==> src/rtl/onehot_ring_pkg.sv <==
// Shared types and helpers for the one-hot ring counter and its bench.
package onehot_ring_pkg;

  typedef enum logic {DIR_UP = 1'b0, DIR_DOWN = 1'b1} dir_e;

  // Callers zero-extend their vector to this width before calling is_onehot().
  localparam int ONEHOT_MAXW = 64;

  function automatic logic is_onehot(input logic [ONEHOT_MAXW-1:0] v);
    int unsigned n;
    n = 0;
    for (int i = 0; i < ONEHOT_MAXW; i++) n += 32'(v[i]);
    return (n == 1);
  endfunction

endpackage

==> src/rtl/onehot_encoder.sv <==
// One-hot to binary encoder (OR-reduction form). All-zero input encodes to 0.
module onehot_encoder
  import onehot_ring_pkg::*;
#(
  parameter int WIDTH = 8,
  localparam int IDXW = $clog2(WIDTH)
) (
  input  logic [WIDTH-1:0] onehot_i,
  output logic [IDXW-1:0]  index_o
);

  always_comb begin
    index_o = '0;
    for (int i = 0; i < WIDTH; i++)
      if (onehot_i[i]) index_o = index_o | IDXW'(i);
  end

endmodule

==> src/rtl/onehot_ring.sv <==
// Parametrised one-hot ring counter with enable, direction, index load and wrap pulse.
// Optional self-repair checker and err output when ONEHOT_RING_SAFE_EN is defined.
module onehot_ring
  import onehot_ring_pkg::*;
#(
  parameter int WIDTH     = 8,
  parameter int RESET_IDX = 0,
  localparam int IDXW     = $clog2(WIDTH)
) (
  input  logic             clk,
  input  logic             reset,
  input  logic             en,
  input  logic             dir,
  input  logic             load,
  input  logic [IDXW-1:0]  load_idx,
  output logic [WIDTH-1:0] count,
  output logic [IDXW-1:0]  index,
`ifdef ONEHOT_RING_SAFE_EN
  output logic             err,
`endif
  output logic             wrap
);

  localparam logic [WIDTH-1:0] RST_VEC = WIDTH'(1) << RESET_IDX;

  logic [WIDTH-1:0] count_q, count_d;
  logic             wrap_q, wrap_d;
  logic             fix;

`ifdef ONEHOT_RING_SAFE_EN
  logic err_q;
  assign fix = ~is_onehot(ONEHOT_MAXW'(count_q));
  assign err = err_q;

  always_ff @(posedge clk) begin
    if (reset) err_q <= 1'b0;
    else       err_q <= fix;
  end
`else
  assign fix = 1'b0;
`endif

  // Out-of-range load_idx matches no bit and so leaves the all-zero illegal state.
  always_comb begin
    count_d = count_q;
    wrap_d  = 1'b0;
    if (fix) begin
      count_d = RST_VEC;
    end else if (load) begin
      count_d = '0;
      for (int i = 0; i < WIDTH; i++)
        if (load_idx == IDXW'(i)) count_d[i] = 1'b1;
    end else if (en) begin
      if (dir_e'(dir) == DIR_UP) begin
        count_d = {count_q[WIDTH-2:0], count_q[WIDTH-1]};
        wrap_d  = count_q[WIDTH-1];
      end else begin
        count_d = {count_q[0], count_q[WIDTH-1:1]};
        wrap_d  = count_q[0];
      end
    end
  end

  always_ff @(posedge clk) begin
    if (reset) begin
      count_q <= RST_VEC;
      wrap_q  <= 1'b0;
    end else begin
      count_q <= count_d;
      wrap_q  <= wrap_d;
    end
  end

  assign count = count_q;
  assign wrap  = wrap_q;

  onehot_encoder #(.WIDTH(WIDTH)) u_enc (
    .onehot_i (count_q),
    .index_o  (index)
  );

endmodule

==> config.mk <==
export PLATFORM = sky130hd
export DESIGN_NAME = onehot_ring
export DESIGN_NICKNAME = d
export VERILOG_FILES = /design/src/rtl/onehot_ring_pkg.sv /design/src/rtl/onehot_encoder.sv /design/src/rtl/onehot_ring.sv
export SDC_FILE = /design/constraint.sdc
export NUM_CORES = 1
export LEC_CHECK = 0
export CAP_MARGIN = 30
export CORE_MARGIN = 4
export CORE_UTILIZATION = 31
export DETAILED_ROUTE_END_ITERATION = 8
export GPL_ROUTABILITY_DRIVEN = 0
export PLACE_DENSITY = 0.59
export RECOVER_POWER = 100
export SETUP_SLACK_MARGIN = 0.02
export SYNTH_ARGS = -nofsm -noshare
export SYNTH_HDL_FRONTEND = slang
export SYNTH_SLANG_ARGS = --single-unit
export TNS_END_PERCENT = 30
==> constraint.sdc <==
create_clock -name clk -period 3 [get_ports clk]
set_input_delay 0.75 -clock clk [delete_from_list [all_inputs] [get_ports clk]]
set_output_delay 0.75 -clock clk [all_outputs]
set_load 0.005 [all_outputs]
-- Word-level counts from Yosys, hierarchy flattened
Cells that the tools add are included.
- register bits: 9
- input bits: 8
- output and inout bits: 12
- logic and storage cells: 32
- eq/ne operators: 7
- mux-type cells: 19
- bitwise operators: 1
- reduce and logical (&&, ||, !) cells: 3
- operator list (cell ; count):
    two-way mux 8 bit ; 3
    equality test 3 bit (second input constant) ; 4
    two-way mux 3 bit ; 4
    two-way mux 1 bit ; 10
    equality test 3 x 2 -> 1 bit (second input constant) ; 2
    two-way mux 2 bit ; 2
    equality test 3 x 1 -> 1 bit (second input constant) ; 1
    zero test 3 bit ; 1
    OR reduction 3 bit ; 1
    nonzero test 2 bit ; 1
    inverter 1 bit ; 1

-- Depth between registers and ports, before layout
Gate-level depths: netlist of run 1.
- depth in word-level cells: 7
- gate-level depth with buffers: 5

-- Cells and area by module
Synthesis of run 1 repeated with hierarchy kept, for this count alone.
- cell total of the unflattened synthesis: 62
- area, all modules: 586.8 µm²
- by module, submodules not included (module ; times used ; cells each ; area each (µm²) ; sequential area each (µm²)):
    onehot_ring ; 1 ; 59 ; 564.3 ; 180.2
    onehot_encoder ; 1 ; 3 ; 22.5 ; 0.0

-- Worst setup path before layout of run 1
No wires, ideal clock.
- path type: reg2out
- from: register count_q[3], in the netlist count[3]
- to: output port index[0]
- arrival time: 0.856 ns
- data required time: 2.250 ns
- slack: 1.394 ns
- cell stages (with the launch flop): 2
- path buffers: 0
- path through: dfxtp_1 > or4_1
- longest elaborated chain between the ends: 5
- RTL lines (item ; line ; text):
    from (decl) ; onehot_ring.sv:26 ; logic [WIDTH-1:0] count_q, count_d;
    from (signal assigned) ; onehot_ring.sv:69 ; count_q <= count_d;
    two-way mux 2 bit ; onehot_encoder.sv:15 ; if (onehot_i[i]) index_o = index_o | IDXW'(i);
    two-way mux 3 bit (4 in a row) ; onehot_encoder.sv:15 ;
    to (decl) ; onehot_ring.sv:17 ; output logic [IDXW-1:0] index,
Every way passes these cells.

-- Worst setup path in the final report of run 1
- from: register count_q[4], in the netlist count[4]
- to: output port index[2]
- longest elaborated chain between the ends: 4
- RTL lines (item ; line):
    two-way mux 3 bit (4 in a row) ; onehot_encoder.sv:15
Every way passes these cells.

==> impl_results.html, run 1 <==
<table>
<tr><th>Metric</th><th>Value</th></tr>
<tr><th colspan="2">Status</th></tr>
<tr><td>Outcome</td><td>finished, final reports clean</td></tr>
<tr><th colspan="2">GRT</th></tr>
<tr><td>Number of antenna violations at the first check in global routing</td><td>0</td></tr>
<tr><td>Overall track demand over capacity in global routing</td><td>11.7%</td></tr>
<tr><td>Pin count of the biggest net entering global routing</td><td>18</td></tr>
<tr><td>Via count of the first global-routing pass</td><td>510</td></tr>
<tr><td>Global-route wire length before repair</td><td>2270 um</td></tr>
<tr><td>Total congestion overflow</td><td>0</td></tr>
<tr><th colspan="2">Logic synthesis</th></tr>
<tr><td>Post-synthesis instance total</td><td>67</td></tr>
<tr><td>Synthesized area per cell</td><td>8.80 sq um</td></tr>
<tr><td>Area leader, netlist</td><td>dfxtp_1</td></tr>
<tr><td>Fraction of synthesis flops using an asynchronous set or reset pin</td><td>0%</td></tr>
<tr><td>Synthesized-area fraction occupied by ao, oa, aoi and oai cells</td><td>18.5%</td></tr>
<tr><td>Synth Area in Adders</td><td>0%</td></tr>
<tr><td>Library cells used by synthesis</td><td>25</td></tr>
<tr><td>Area fraction in and, or, nand and nor cells after synthesis</td><td>27.8%</td></tr>
<tr><td>Largest family of logic cells by synthesized area</td><td>simple AND/OR/NAND/NOR gates</td></tr>
<tr><td>Ranking of synthesized cells by instance count</td><td>9 x dfxtp_1, 8 x nand2_1, 6 x a31oi_1, 6 x mux2_2, 6 x nor3b_1</td></tr>
<tr><td>Fraction of the yosys area taken by sequential cells</td><td>30.6%</td></tr>
<tr><td>Biggest area contributors in the synthesized netlist</td><td>dfxtp_1 31%, mux2_2 11%, nor3b_1 7.6%</td></tr>
<tr><td>Total nets after synthesis</td><td>75</td></tr>
<tr><td>Commonest register cell after synthesis</td><td>dfxtp_1</td></tr>
<tr><td>Most frequent cell after synthesis</td><td>dfxtp_1</td></tr>
<tr><td>Warnings from Yosys</td><td>0</td></tr>
<tr><td>Number of flops mapped to enable cells by yosys</td><td>0</td></tr>
<tr><td>Xor and xnor fraction of the mapped netlist area</td><td>0%</td></tr>
<tr><td>Number of synthesized register bits</td><td>9</td></tr>
<tr><td>Fraction of synthesized cell area taken by the top area cell type</td><td>30.6%</td></tr>
<tr><td>Mux cell area share after synthesis</td><td>14.0%</td></tr>
<tr><td>Mapped cell area</td><td>589 sq um</td></tr>
<tr><th colspan="2">Floorplan</th></tr>
<tr><td>Number of top-level pins</td><td>20</td></tr>
<tr><td>DIE HEIGHT</td><td>51.6 um</td></tr>
<tr><td>Row count</td><td>15</td></tr>
<tr><td>Area inside the core boundary</td><td>1760 sq um</td></tr>
<tr><td>Effective utilization at floorplan</td><td>33.4%</td></tr>
<tr><td>Die Footprint</td><td>2660 sq um</td></tr>
<tr><td>Width of the die</td><td>51.6 um</td></tr>
<tr><th colspan="2">Clock tree</th></tr>
<tr><td>Post-cts repair resize count</td><td>0</td></tr>
<tr><td>CTS tree</td><td>yes</td></tr>
<tr><td>Cts-stage hold buffer count</td><td>0</td></tr>
<tr><td>Master cell of the clock root buffer</td><td>clkbuf_4</td></tr>
<tr><td>Number of buffers inserted by post-CTS setup repair</td><td>0</td></tr>
<tr><td>Sink count of the clock tree</td><td>9</td></tr>
<tr><td>TritonCTS Buffers</td><td>3</td></tr>
<tr><td>Worst-path clk slew</td><td>0.06 ns</td></tr>
<tr><td>Number of levels in the clock H-tree</td><td>1</td></tr>
<tr><td>Maximum root-to-sink buffer count</td><td>2</td></tr>
<tr><td>Insertion delay to the later sink of the worst-skew pair</td><td>0.26 ns</td></tr>
<tr><th colspan="2">Placement</th></tr>
<tr><td>Placed wire-length estimate after detailed placement</td><td>1050 um</td></tr>
<tr><td>Worst Setup Slack post-DPL</td><td>0.641 ns</td></tr>
<tr><td>DP Cell Count</td><td>105</td></tr>
<tr><td>Input/output buffers</td><td>19</td></tr>
<tr><th colspan="2">Timing</th></tr>
<tr><td>Setup violations, final</td><td>0</td></tr>
<tr><td>Slew at the pin closest to its max-slew limit</td><td>0.554 ns</td></tr>
<tr><td>Worst Setup Slack, final</td><td>0.535 ns</td></tr>
<tr><td>Final count of pins violating max slew</td><td>0</td></tr>
<tr><td>Achievable clock frequency</td><td>406 MHz</td></tr>
<tr><td>Count of final hold-check violations</td><td>0</td></tr>
<tr><td>Final critical delay including setup and external delays</td><td>2.47 ns</td></tr>
<tr><td>Worst setup skew after layout</td><td>0.000668 ns</td></tr>
<tr><td>Period utilisation layout</td><td>82.2%</td></tr>
<tr><td>Total Neg Setup Slack</td><td>0 ns</td></tr>
<tr><td>Worst slew margin</td><td>63.0%</td></tr>
<tr><td>RSZ-0062 raised after global routing</td><td>no</td></tr>
<tr><th colspan="2">Layout</th></tr>
<tr><td>Fraction of final layout cells with drive strength greater than 1</td><td>14.3%</td></tr>
<tr><td>Synth-to-Final Area Change</td><td>32.7%</td></tr>
<tr><td>Number of fillers in the final layout</td><td>198</td></tr>
<tr><td>Final instance count without filler cells</td><td>109</td></tr>
<tr><td>Diode insertion count for antenna repair</td><td>0</td></tr>
<tr><td>Utilization after layout</td><td>44.3%</td></tr>
<tr><td>Final Net Count</td><td>93</td></tr>
<tr><td>Sequential cell area</td><td>180 sq um</td></tr>
<tr><td>Multi-input gate area in the final layout</td><td>347 sq um</td></tr>
<tr><th colspan="2">Power</th></tr>
<tr><td>Part of the total power dissipated in sequential elements</td><td>45.6%</td></tr>
<tr><td>Clk pwr share</td><td>33.5%</td></tr>
<tr><td>Net Sw Frac</td><td>26.4%</td></tr>
<tr><td>VDD IR max</td><td>0.171 mV</td></tr>
<tr><td>Static Leakage</td><td>0.000306 uW</td></tr>
<tr><td>Total internal power</td><td>209 uW</td></tr>
<tr><td>Total power divided by cell area</td><td>363 nW/um^2</td></tr>
<tr><td>Relative contribution of combinational cells to total power</td><td>20.9%</td></tr>
<tr><td>Switch Pwr</td><td>74.9 uW</td></tr>
<tr><th colspan="2">Worst setup path</th></tr>
<tr><td>Critical setup path kind</td><td>reg -&gt; out</td></tr>
<tr><td>Ordered list of cells on the worst path</td><td>or4_1 &gt; dlygate4sd3_1</td></tr>
<tr><td>Element type at the critical path start</td><td>register</td></tr>
<tr><td>Worst setup EP type</td><td>output port</td></tr>
<tr><td>Worst endpoint data arrival time</td><td>1.72 ns</td></tr>
<tr><td>Critical-path maximum fanout</td><td>5</td></tr>
<tr><td>Master of the slowest instance on the critical path</td><td>dlygate4sd3_1</td></tr>
<tr><td>Largest incremental delay on the critical path</td><td>0.59 ns</td></tr>
<tr><td>Crit path required time</td><td>2.25 ns</td></tr>
<tr><th colspan="2">Drt</th></tr>
<tr><td>Vias</td><td>570</td></tr>
<tr><td>DRC violation total after the first TritonRoute iteration</td><td>8</td></tr>
<tr><td>Detailed-route wire length</td><td>1430 um</td></tr>
<tr><td>First-pass iteration count of the detailed router</td><td>4</td></tr>
<tr><td>Residual DRC count</td><td>0</td></tr>
<tr><td>Antenna-violating nets left</td><td>0</td></tr>
<tr><td>Average vias per placed instance</td><td>5.23</td></tr>
<tr><td>Routed WL per cell</td><td>13.2 um</td></tr>
<tr><th colspan="2">Job</th></tr>
<tr><td>Max-cap violation count</td><td>0</td></tr>
<tr><th colspan="2">Worst hold path</th></tr>
<tr><td>Classification of the worst-slack hold path</td><td>reg -&gt; reg</td></tr>
</table>
-- cell families (layout without fill, tap and decap cells) --
| group | count (synthesis) | after routing |
|---|---|---|
| buffers and inverters | 8 | 25 |
| DFF | 9 | 9 |
| muxes | 7 | 7 |
| and+or+nand+nor | 28 | 28 |
| AOI/OAI and AO/OA | 15 | 15 |
-- sequential cells by signal (all words and copies together), names as in the netlist --
name,flops
count,8
wrap,1
-- routing by layer --
| layer | up-vias | wire length, um | global-route usage, % |
|---|---|---|---|
| met3 | 5 | 83 | 2.01 |
| met1 | 260 | 693 | 15.5 |
| li1 | 285 | - | - |
| met5 | - | 0 | 0 |
| met4 | 0 | 47 | 9.17 |
| met2 | 20 | 610 | 16.3 |
-- cells in the final DEF, fill, tap and decap left out --
cell             count
or4_1                3
clkdlybuf4s50_1      5
clkbuf_1             1
a2111oi_2            1
mux2_2               6
nand3b_1             1
or3_1                1
inv_1                2
mux2_4               1
nand2_1              8
a21oi_1              5
dfxtp_1              9
nor3b_1              6
nor2_1               2
nand2b_1             1
clkbuf_4             3
nand4_1              1
nor2b_1              4
o31ai_1              1
a31o_2               1
a221oi_1             1
nand3_1              1
a31oi_1              6
dlygate4sd3_1       14
-- per-stage QoR --
step	power (uW)	hold slack, ns	area [sq um]
2_1_floorplan	167	0.501	589
3_3_place_gp	197	0.521	764
3_5_place_dp	197	0.532	764
4_1_cts	296	0.538	791
5_1_grt	299	0.574	782
6_report	284	0.539	782
-- path summary, 6_finish.rpt --
| check | start | cells past startpoint | end | slack (ns) |
|---|---|---|---|---|
| worst max-delay path | count[4] | 2 | index[2] | 0.53 |
| worst min register to register | count[0] | 2 | wrap | 0.54 |
| worst max register to register | count[1] | 3 | count[2] | 1.88 |
| worst min-delay path | count[0] | 2 | wrap | 0.54 |
-- cell type report --
| class | instances | area share [%] |
|---|---|---|
| clock buffer | 4 | 3.36 |
| inverter | 2 | 0.960 |
| multi-input combinational | 50 | 44.3 |
| sequential | 9 | 23.0 |
| tap | 25 | 4.00 |
| timing repair buffer | 19 | 24.3 |
-- power by group through the flow --
| stage | Sequential [uW] | Clock (uW) | Combinational [uW] |
|---|---|---|---|
| floorplan | 131 | 0 | 36.1 |
| global route | 130 | 105 | 64.1 |
| global placement | 132 | 0 | 64.2 |
| finish | 129 | 95.1 | 59.3 |
| CTS | 130 | 102 | 64.8 |
| detailed placement | 132 | 0 | 64.7 |
-- critical path: cells and delay by family, from the launching register on --
kind                   cells  cell delay [ns]
DFF                        1             0.34
and+or+nand+nor            1             0.52
buffers and inverters      1             0.59
Note: power is estimated with default switching activity, not from simulation.
==> run 2: changes to the inputs <==
Settings changed: PLACE_DENSITY 0.59 to 0.61.
Clock period 3 ns to 2.1 ns, I/O delays scaled along.
==> run 2 against run 1 <==
  * Global-route usage up 0.56 points
  * Sequential share of layout area down 0.78 points
  * Critical path type unchanged
  * Sequential power up 43%
==> impl_results.html, run 2 (synthesis gave the netlist of run 1 again) <==
<table>
<tr><th>Metric</th><th>Value</th></tr>
<tr><th colspan="2">Power</th></tr>
<tr><td>Relative contribution of combinational cells to total power</td><td>21.5%</td></tr>
<tr><td>Total internal power</td><td>301 uW</td></tr>
<tr><td>Total power divided by cell area</td><td>511 nW/um^2</td></tr>
<tr><td>Clk pwr share</td><td>33.8%</td></tr>
<tr><td>Total chip power</td><td>414 uW</td></tr>
<tr><td>VDD IR max</td><td>0.256 mV</td></tr>
<tr><td>Part of the total power dissipated in sequential elements</td><td>44.7%</td></tr>
<tr><td>Switch Pwr</td><td>113 uW</td></tr>
<tr><td>Net Sw Frac</td><td>27.3%</td></tr>
<tr><td>Static Leakage</td><td>0.000318 uW</td></tr>
<tr><th colspan="2">Worst hold path</th></tr>
<tr><td>Classification of the worst-slack hold path</td><td>reg -&gt; reg</td></tr>
<tr><th colspan="2">Clock tree</th></tr>
<tr><td>Master cell of the clock root buffer</td><td>clkbuf_4</td></tr>
<tr><td>Post-cts repair resize count</td><td>5</td></tr>
<tr><td>Cts-stage hold buffer count</td><td>0</td></tr>
<tr><td>Sink count of the clock tree</td><td>9</td></tr>
<tr><td>TritonCTS Buffers</td><td>3</td></tr>
<tr><td>CTS tree</td><td>yes</td></tr>
<tr><td>Maximum root-to-sink buffer count</td><td>2</td></tr>
<tr><td>Insertion delay to the later sink of the worst-skew pair</td><td>0.27 ns</td></tr>
<tr><td>Number of buffers inserted by post-CTS setup repair</td><td>0</td></tr>
<tr><td>Number of levels in the clock H-tree</td><td>1</td></tr>
<tr><td>Worst-path clk slew</td><td>0.07 ns</td></tr>
<tr><th colspan="2">Timing</th></tr>
<tr><td>Period utilisation layout</td><td>91.9%</td></tr>
<tr><td>Final critical delay including setup and external delays</td><td>1.93 ns</td></tr>
<tr><td>Count of final hold-check violations</td><td>0</td></tr>
<tr><td>Worst setup skew after layout</td><td>0.00535 ns</td></tr>
<tr><td>Final count of pins violating max slew</td><td>0</td></tr>
<tr><td>RSZ-0062 raised after global routing</td><td>no</td></tr>
<tr><td>Worst Setup Slack, final</td><td>0.170 ns</td></tr>
<tr><td>Achievable clock frequency</td><td>518 MHz</td></tr>
<tr><td>Total Neg Setup Slack</td><td>0 ns</td></tr>
<tr><td>Worst slew margin</td><td>74.7%</td></tr>
<tr><td>Slew at the pin closest to its max-slew limit</td><td>0.379 ns</td></tr>
<tr><td>Setup violations, final</td><td>0</td></tr>
<tr><th colspan="2">Floorplan</th></tr>
<tr><td>Number of top-level pins</td><td>20</td></tr>
<tr><td>Effective utilization at floorplan</td><td>33.4%</td></tr>
<tr><td>DIE HEIGHT</td><td>51.6 um</td></tr>
<tr><td>Row count</td><td>15</td></tr>
<tr><td>Die Footprint</td><td>2660 sq um</td></tr>
<tr><td>Width of the die</td><td>51.6 um</td></tr>
<tr><td>Area inside the core boundary</td><td>1760 sq um</td></tr>
<tr><th colspan="2">Worst setup path</th></tr>
<tr><td>Crit path required time</td><td>1.57 ns</td></tr>
<tr><td>Ordered list of cells on the worst path</td><td>or4_1 &gt; dlygate4sd2_1</td></tr>
<tr><td>Family of cells with the greatest summed delay on the critical path</td><td>simple AND/OR/NAND/NOR gates</td></tr>
<tr><td>Worst setup EP type</td><td>output port</td></tr>
<tr><td>Worst endpoint data arrival time</td><td>1.41 ns</td></tr>
<tr><td>Critical setup path kind</td><td>reg -&gt; out</td></tr>
<tr><td>Critical-path maximum fanout</td><td>6</td></tr>
<tr><td>Largest incremental delay on the critical path</td><td>0.51 ns</td></tr>
<tr><td>Element type at the critical path start</td><td>register</td></tr>
<tr><td>Crit path buffers/inverters</td><td>1</td></tr>
<tr><td>Master of the slowest instance on the critical path</td><td>or4_1</td></tr>
<tr><th colspan="2">GRT</th></tr>
<tr><td>Via count of the first global-routing pass</td><td>532</td></tr>
<tr><td>Global-route wire length before repair</td><td>2420 um</td></tr>
<tr><td>Met3 track utilization from global routing</td><td>2.87%</td></tr>
<tr><td>Pin count of the biggest net entering global routing</td><td>11</td></tr>
<tr><td>Met2 track demand over resource in global routing</td><td>17.4%</td></tr>
<tr><td>GRT Max-Usage Layer</td><td>met2</td></tr>
<tr><td>Total congestion overflow</td><td>0</td></tr>
<tr><td>Overall track demand over capacity in global routing</td><td>12.2%</td></tr>
<tr><td>Number of antenna violations at the first check in global routing</td><td>0</td></tr>
<tr><td>Met1 demand-to-capacity share in global routing</td><td>16.3%</td></tr>
<tr><th colspan="2">Layout</th></tr>
<tr><td>Fraction of final layout cells with drive strength greater than 1</td><td>18.2%</td></tr>
<tr><td>Number of fillers in the final layout</td><td>192</td></tr>
<tr><td>Final Net Count</td><td>97</td></tr>
<tr><td>Synth-to-Final Area Change</td><td>37.4%</td></tr>
<tr><td>Final non-filler cell area</td><td>810 sq um</td></tr>
<tr><td>Max reg flops</td><td>8</td></tr>
<tr><td>Utilization after layout</td><td>45.9%</td></tr>
<tr><td>Diode insertion count for antenna repair</td><td>0</td></tr>
<tr><td>Commonest cells after routing, fill and taps aside</td><td>9 x dfxtp_1, 9 x dlygate4sd3_1, 8 x nand2_1</td></tr>
<tr><th colspan="2">Drt</th></tr>
<tr><td>First-pass iteration count of the detailed router</td><td>4</td></tr>
<tr><td>Routed WL per cell</td><td>12.8 um</td></tr>
<tr><td>Vias</td><td>579</td></tr>
<tr><td>DRC violation total after the first TritonRoute iteration</td><td>22</td></tr>
<tr><td>Residual DRC count</td><td>0</td></tr>
<tr><td>Antenna-violating nets left</td><td>0</td></tr>
<tr><td>Detailed-route wire length</td><td>1450 um</td></tr>
<tr><td>Average vias per placed instance</td><td>5.12</td></tr>
<tr><th colspan="2">Placement</th></tr>
<tr><td>Placed wire-length estimate after detailed placement</td><td>1090 um</td></tr>
<tr><td>Worst Setup Slack post-DPL</td><td>0.243 ns</td></tr>
<tr><td>Area post-placement</td><td>795 sq um</td></tr>
<tr><td>Input/output buffers</td><td>19</td></tr>
<tr><th colspan="2">Job</th></tr>
<tr><td>Max-cap violation count</td><td>0</td></tr>
<tr><th colspan="2">Status</th></tr>
<tr><td>Outcome</td><td>finished, final reports clean</td></tr>
</table>
-- run 2: metrics by stage --
stage                     cells  hold slack, ns
final                       113           0.539
after detailed placement    109           0.527
after floorplan              67           0.501
after CTS                   113           0.537
after global placement      109           0.540
after global routing        113           0.566
-- run 2: area by class of cell --
| type | count | area, sq um | area share [%] |
|---|---|---|---|
| repair buffers | 23 | 209 | 25.8 |
| flip-flops and latches | 9 | 180 | 22.3 |
| clock buffers | 4 | 26.3 | 3.25 |
| inverters | 2 | 7.51 | 0.927 |
| well taps | 25 | 31.3 | 3.86 |
| multi-input cells | 50 | 355 | 43.9 |
-- run 2: metal layers --
layer / up-vias / routed length, um
met5: - / 0
met2: 31 / 601
met3: 5 / 124
met4: 0 / 42
met1: 250 / 678
li1: 293 / -
-- run 2: worst paths after layout --
path / to / cells past startpoint / slack [ns] / start
worst max-delay path: index[1] / 2 / 0.17 / count[3]
worst min-delay path: wrap / 2 / 0.54 / count[0]
worst max register to register: count[2] / 3 / 1.05 / count[3]
worst min register to register: wrap / 2 / 0.54 / count[0]
-- run 2: power by group through the flow --
| stage | Clock (uW) | Sequential (uW) | Combinational [uW] |
|---|---|---|---|
| 6_report | 140 | 185 | 88.8 |
| 3_5_place_dp | 0 | 189 | 97.2 |
| 3_3_place_gp | 0 | 189 | 97.2 |
| 4_1_cts | 140 | 185 | 93.3 |
| 5_1_grt | 151 | 186 | 96.9 |
| 2_1_floorplan | 0 | 187 | 51.6 |
-- run 2: tightest hold or removal path: cells and delay by family (launching register included) --
| family | cells | cell delay (ns) |
|---|---|---|
| flip-flops | 1 | 0.34 |
| AO/OA/AOI/OAI | 1 | 0.06 |
| AND/OR/NAND/NOR | 1 | 0.09 |
